<file path="config.mk">
export PLATFORM = sky130hd
export DESIGN_NAME = pc_unit_flat
export DESIGN_NICKNAME = d
export VERILOG_FILES = /design/src/rtl/pc_unit_if.sv /design/src/rtl/pc_unit.sv /design/src/flat_wrapper.sv
export SDC_FILE = /design/constraint.sdc
export NUM_CORES = 1
export LEC_CHECK = 0
export ABC_AREA = 1
export BUFFER_PORTS_ARGS = -buffer_cell sky130_fd_sc_hd__buf_2
export CAP_MARGIN = 5
export CORE_ASPECT_RATIO = 1.25
export CORE_MARGIN = 5
export CORE_UTILIZATION = 48
export CTS_CLUSTER_SIZE = 25
export DETAILED_ROUTE_END_ITERATION = 6
export PLACE_DENSITY = 0.77
export SLEW_MARGIN = 40
export SYNTH_ARGS = -nofsm -noshare
export SYNTH_HDL_FRONTEND = slang
export SYNTH_SLANG_ARGS = --single-unit
</file>
<file path="constraint.sdc">
create_clock -name Clk -period 2.75 [get_ports Clk]
set_input_delay 0.55 -clock Clk [delete_from_list [all_inputs] [get_ports Clk]]
set_output_delay 0.55 -clock Clk [all_outputs]
set_load 0.05 [all_outputs]
</file>
<file path="src/rtl/pc_unit_if.sv">
// pc_unit_if: fetch-control bundle between next-PC/control logic and the pc_unit.
interface pc_unit_if #(
  parameter int WIDTH  = 32,
  parameter int NSTALL = 4
);
  logic [NSTALL-1:0] stall;
  logic [1:0]        npc_sel;
  logic [15:0]       branch_off;
  logic [WIDTH-1:0]  jump_target;
  logic [WIDTH-1:0]  reg_target;
  logic              exc_req;
  logic              eret;
  logic [WIDTH-1:0]  pc_out;
  logic [WIDTH-1:0]  pc_plus4;
  logic [WIDTH-1:0]  epc;
  logic              in_exc;
  logic [15:0]       stall_cnt;
  modport master (
    output stall, npc_sel, branch_off, jump_target, reg_target, exc_req, eret,
    input  pc_out, pc_plus4, epc, in_exc, stall_cnt
  );
  modport slave (
    input  stall, npc_sel, branch_off, jump_target, reg_target, exc_req, eret,
    output pc_out, pc_plus4, epc, in_exc, stall_cnt
  );
endinterface

</file>
<file path="src/rtl/pc_unit.sv">
// pc_unit: program counter with 4-way next-PC select, N-source stall, exception entry and eret.
// Optional PC_MISALIGN_TRAP_EN turns a misaligned selected next PC into an exception.
module pc_unit #(
  parameter int               WIDTH     = 32,
  parameter int               NSTALL    = 4,
  parameter logic [WIDTH-1:0] RESET_VEC = WIDTH'(32'h0000_3000),
  parameter logic [WIDTH-1:0] EXC_VEC   = WIDTH'(32'h0000_4180)
) (
  input logic     Clk,
  input logic     Reset,
  pc_unit_if.slave bus
);
  typedef enum logic [1:0] {RUN, HOLD, TRAP} state_t;
  state_t           r_state;
  logic [WIDTH-1:0] r_pc, r_epc;
  logic             r_in_exc;
  logic [15:0]      r_cnt;
  logic [WIDTH-1:0] w_pc_plus4, w_boff, w_npc;
  logic             w_stall;
  assign w_pc_plus4 = r_pc + WIDTH'(4);
  assign w_boff     = WIDTH'($signed(bus.branch_off)) << 2;
  assign w_stall    = |bus.stall;
  always_comb
    w_npc = bus.npc_sel == 2'd0 ? w_pc_plus4 :
            bus.npc_sel == 2'd1 ? w_pc_plus4 + w_boff :
            bus.npc_sel == 2'd2 ? bus.jump_target : bus.reg_target;
  // Exception entry outranks stall; eret in TRAP outranks a repeated exc_req.
  always_ff @(posedge Clk)
    if (Reset) begin
      r_state  <= RUN;
      r_pc     <= RESET_VEC;
      r_epc    <= '0;
      r_in_exc <= 1'b0;
      r_cnt    <= '0;
    end else if (bus.exc_req && r_state != TRAP) begin
      r_state  <= TRAP;
      r_epc    <= r_pc;
      r_pc     <= EXC_VEC;
      r_in_exc <= 1'b1;
      r_cnt    <= '0;
    end else if (w_stall) begin
      r_cnt <= &r_cnt ? r_cnt : r_cnt + 16'd1;
      if (r_state == RUN) r_state <= HOLD;
    end else if (bus.eret && r_state == TRAP) begin
      r_state  <= RUN;
      r_pc     <= r_epc;
      r_in_exc <= 1'b0;
      r_cnt    <= '0;
`ifdef PC_MISALIGN_TRAP_EN
    end else if (|w_npc[1:0]) begin
      if (r_state != TRAP) r_epc <= w_npc;
      r_state  <= TRAP;
      r_pc     <= EXC_VEC;
      r_in_exc <= 1'b1;
      r_cnt    <= '0;
`endif
    end else begin
      r_pc  <= w_npc;
      r_cnt <= '0;
      if (r_state == HOLD) r_state <= RUN;
    end
  assign bus.pc_out    = r_pc;
  assign bus.pc_plus4  = w_pc_plus4;
  assign bus.epc       = r_epc;
  assign bus.in_exc    = r_in_exc;
  assign bus.stall_cnt = r_cnt;
endmodule

</file>
<file path="src/flat_wrapper.sv">
// flat-port wrapper written by rule: the top's interface ports become plain ports
module pc_unit_flat 
#(
  parameter int               WIDTH     = 32,
  parameter int               NSTALL    = 4,
  parameter logic [WIDTH-1:0] RESET_VEC = WIDTH'(32'h0000_3000),
  parameter logic [WIDTH-1:0] EXC_VEC   = WIDTH'(32'h0000_4180)
)
  (Clk, Reset, bus_stall, bus_npc_sel, bus_branch_off, bus_jump_target, bus_reg_target, bus_exc_req, bus_eret, bus_pc_out, bus_pc_plus4, bus_epc, bus_in_exc, bus_stall_cnt);
  pc_unit_if #(.WIDTH(WIDTH), .NSTALL(NSTALL)) bus_i ();
  input logic Clk;
  input logic Reset;
  input wire logic [$bits(bus_i.stall)-1:0] bus_stall;
  input wire logic [$bits(bus_i.npc_sel)-1:0] bus_npc_sel;
  input wire logic [$bits(bus_i.branch_off)-1:0] bus_branch_off;
  input wire logic [$bits(bus_i.jump_target)-1:0] bus_jump_target;
  input wire logic [$bits(bus_i.reg_target)-1:0] bus_reg_target;
  input wire logic [$bits(bus_i.exc_req)-1:0] bus_exc_req;
  input wire logic [$bits(bus_i.eret)-1:0] bus_eret;
  output wire logic [$bits(bus_i.pc_out)-1:0] bus_pc_out;
  output wire logic [$bits(bus_i.pc_plus4)-1:0] bus_pc_plus4;
  output wire logic [$bits(bus_i.epc)-1:0] bus_epc;
  output wire logic [$bits(bus_i.in_exc)-1:0] bus_in_exc;
  output wire logic [$bits(bus_i.stall_cnt)-1:0] bus_stall_cnt;
  assign bus_i.stall = bus_stall;
  assign bus_i.npc_sel = bus_npc_sel;
  assign bus_i.branch_off = bus_branch_off;
  assign bus_i.jump_target = bus_jump_target;
  assign bus_i.reg_target = bus_reg_target;
  assign bus_i.exc_req = bus_exc_req;
  assign bus_i.eret = bus_eret;
  assign bus_pc_out = bus_i.pc_out;
  assign bus_pc_plus4 = bus_i.pc_plus4;
  assign bus_epc = bus_i.epc;
  assign bus_in_exc = bus_i.in_exc;
  assign bus_stall_cnt = bus_i.stall_cnt;
  pc_unit #(.WIDTH(WIDTH), .NSTALL(NSTALL), .RESET_VEC(RESET_VEC), .EXC_VEC(EXC_VEC)) u_core (.Clk(Clk), .Reset(Reset), .bus(bus_i));
endmodule
</file>
==> flow_summary.yaml <==
run_status:
  status: "finished with violations"
  violations: "negative setup slack"
power_and_ir_drop:
  swShare_pct: 37.9
  p_clk_share_pct: 30.4
  vdd_drop_max_mv: 0.597
  intPower_uw: 2330
  pwr-share-comb_pct: 35.1
  switching_power_uw: 1420
  leakagePower_uw: 0.00592
  p_seq_share_pct: 34.5
  cellPowerDensity_nw_per_um2: 322
finish:
  layout.cells.non_filler: 1782
  syn_to_final_growth_pct: 60.7
  num_antenna_cells: 0
  layout-drive-gt1-share_pct: 45.8
  fin_util_pct: 78.1
  nets: 1725
placed_design:
  dpl.hpwl_um: 23800
  dpl_worst_slack_ns: -0.412
  port-buffer-count: 202
  gp_congestion: 0.978
  dp.cells: 1733
die:
  die_x_um: 120
  die_h_um: 148
  start_util_pct: 48.6
  dieArea_um2: 17700
  core_area_um2: 15000
  num_io_pins: 203
  num_rows: 50
logic_synthesis:
  synth_top_area_share_pct: 22.9
  synth-edff-count: 0
  syn_inst: 1228
  synth-seq-area-share_pct: 22.9
  synth_area_leader_cell: "dfxtp_1"
  async_flop_share_pct: 0
  synth.cell_area_um2: 7270
  ys_ff_latch: 83
  synth_nets: 1358
  post-synth-top-count-cell: "nand2_1"
  synth.top_cells.by_area: "dfxtp_1 23%, nand2_1 18%, inv_1 8.1%"
  synth_common_cells: "352 x nand2_1, 157 x inv_1, 133 x nor2_1, 100 x a21oi_1, 85 x o21ai_0"
  synth-main-ff-cell: "dfxtp_1"
  synth_cell_type_count: 43
  syn_area_per_cell_um2: 5.92
  yosys_warnings: 0
global_route:
  gr-total-overflow: 0
  grt_pass1_wl_um: 47500
  grt_max_degree: 52
  grt_usage_pct: 33.2
  antenna_found_initial: 0
  grt_pass1_vias: 9348
setup_path:
  cp_slowest_cell: "nor3_1"
  r2r_end: "u_core.bus.pc_out[31]$_SDFFE_PP0P_"
  cp.required_ns: 2.97
  r2r_slack_ns: -0.26
  critPathTopFamily: "simple AND/OR/NAND/NOR gates"
  r2r_start: "u_core.bus.pc_out[3]$_SDFFE_PP0P_"
  cp-endpoint: "u_core.bus.pc_out[31]$_SDFFE_PP0P_"
  slowest_delay_ns: 0.48
  crit_chain: "buf_4 > inv_1 > nor3_1 > nand4_1 > xor2_1 > inv_2 > ha_1 > nand2_2 > nor2_4 > nand2_2 > inv_2 > nand2_2 > nand2_2 > inv_2 > nand2_2 > nand2_1 > nand3_1 > nand2_1 > nand2_1 > a21oi_2"
  worstSetupStartpoint: "u_core.bus.pc_out[3]$_SDFFE_PP0P_"
  path_max_fanout: 4
  worst-setup-path-type: "register to register"
  path_buf_inv: 5
  cp.arrival_ns: 3.23
  worst_setup_path_start_kind: "register"
  crit_cells: 20
  rr_worst_depth: 20
  crit_top_cell: "nand2_2"
  cp-end-kind: "register"
detailed_routing:
  post_drt_wl_per_cell_um: 17.3
  met1_length_um: 12100
  routed-via-count: 9678
  vias_per_cell: 5.43
  dr.max_layer_used: "met4"
  wl_um: 30900
  dr_wl_met2_um: 15200
  ant_nets: 0
  first_pass_iters: 5
  initialDrtViolationCount: 704
  wl_met3_um: 2350
  drc: 0
clocking:
  clock_sinks: 83
  cts_tree: "done"
  cts-htree-levels: 3
  clk_pin_slew_ns: 0.07
  clockBufferDepth: 2
  cts_buffers: 9
  ctsRootBufferMaster: "clkbuf_16"
  clock_latency_ns: 0.34
sta:
  rsz0062_at_grt: "yes"
  hold_viol_final: 0
  slew_headroom_pct: 63.4
  fin_crit_sh_pct: 109
  layout_setup_ws_ns: -0.261
  timing.hold.ws_ns: 0.468
  max_slew.worst_pin.slew_ns: 0.544
  setup_viol: 23
  tns_ns: -2.88
  drv_slew: 0
  finClkSkew_ns: 0.00861
  period_minus_slack_ns: 3.01
  timing.fmax_mhz: 332
flow_run:
  cap_violations: 0
hold_path:
  holdCritStartpoint: "u_core.bus.in_exc$_SDFFE_PP0P_"
  hold_path.class: "register to register"
[per-layer routing]
metal | track usage [%] | vias up
met5 | 0 | -
met4 | 11.2 | 0
met3 | 4.59 | 85
met2 | 59.0 | 450
met1 | 41.1 | 4456
li1 | - | 4687
[layout by cell type (no fill, tap or decap), drive strengths merged, types with 14 or more instances in the layout]
cell / count
inv: 169
a21oi: 105
nand2: 359
xor2: 22
nand4: 14
o21ai: 93
a22oi: 15
dfxtp: 83
buf: 391
nand3: 69
nor3: 23
nor2: 152
ha: 39
[cell type report]
cell class	count	area (um^2)
inverters	168	643
flip-flops and latches	83	1740
clock inverters	7	57.6
clock buffers	9	225
multi-input cells	940	6200
fillers	1135	3270
repair buffers	393	2580
well taps	182	228
[state kept, by name, summed over array words and instances (netlist names), named ones only]
signal and cells:
u_core.bus.epc 32, u_core.bus.in_exc 1, u_core.r_state 2, u_core.bus.stall_cnt 16, u_core.bus.pc_out 30
[worst min path at each step]
stage,endpoint,slack (ns),cells after the start
after floorplan,u_core.r_state[1]$_SDFFE_PP0P_,0.45,2
after global placement,u_core.bus.in_exc$_SDFFE_PP0P_,0.45,2
after detailed placement,u_core.bus.in_exc$_SDFFE_PP0P_,0.47,2
after CTS,u_core.bus.in_exc$_SDFFE_PP0P_,0.48,2
after global routing,u_core.bus.in_exc$_SDFFE_PP0P_,0.52,2
final,u_core.bus.in_exc$_SDFFE_PP0P_,0.47,2
[power groups by stage]
stage / clock [uW] / combinational, uW / sequential (uW)
final: 1140 / 1320 / 1300
after global routing: 1210 / 1410 / 1300
after CTS: 1160 / 1240 / 1290
after detailed placement: 0 / 1140 / 1320
after global placement: 0 / 1130 / 1320
after floorplan: 0 / 516 / 1500
[tightest hold or removal path, stage by stage, from the launching register on]
cell,delay [ns]
dfxtp_1,0.31
nand2_1,0.06
a21oi_1,0.05
[cells by family (layout without fill, tap and decap cells)]
logic type,after synthesis,count (layout),synth area share [%]
buffers and inverters,205,577,10.8
adder cells (fa/ha/maj),40,40,6.99
AO/OA/AOI/OAI,239,239,18.0
XOR/XNOR,32,32,4.06
flip-flops,83,83,22.9
AND/OR/NAND/NOR,629,629,37.2
[stage by stage]
| stage | total power [uW] | cell area [um^2] |
|---|---|---|
| finish | 3760 | 11700 |
| global route | 3920 | 11700 |
| CTS | 3690 | 11200 |
| detailed placement | 2460 | 10100 |
| global placement | 2450 | 10100 |
| floorplan | 2020 | 7820 |
[what timing repair did]
action,4_1_cts,5_1_grt
setup endpoints to repair,24,31
setup buffers,26,7
gates resized for setup,161,119
pin swaps,74,65
hold buffers,0,0
No activity file was read; power rests on OpenSTA's default activity.
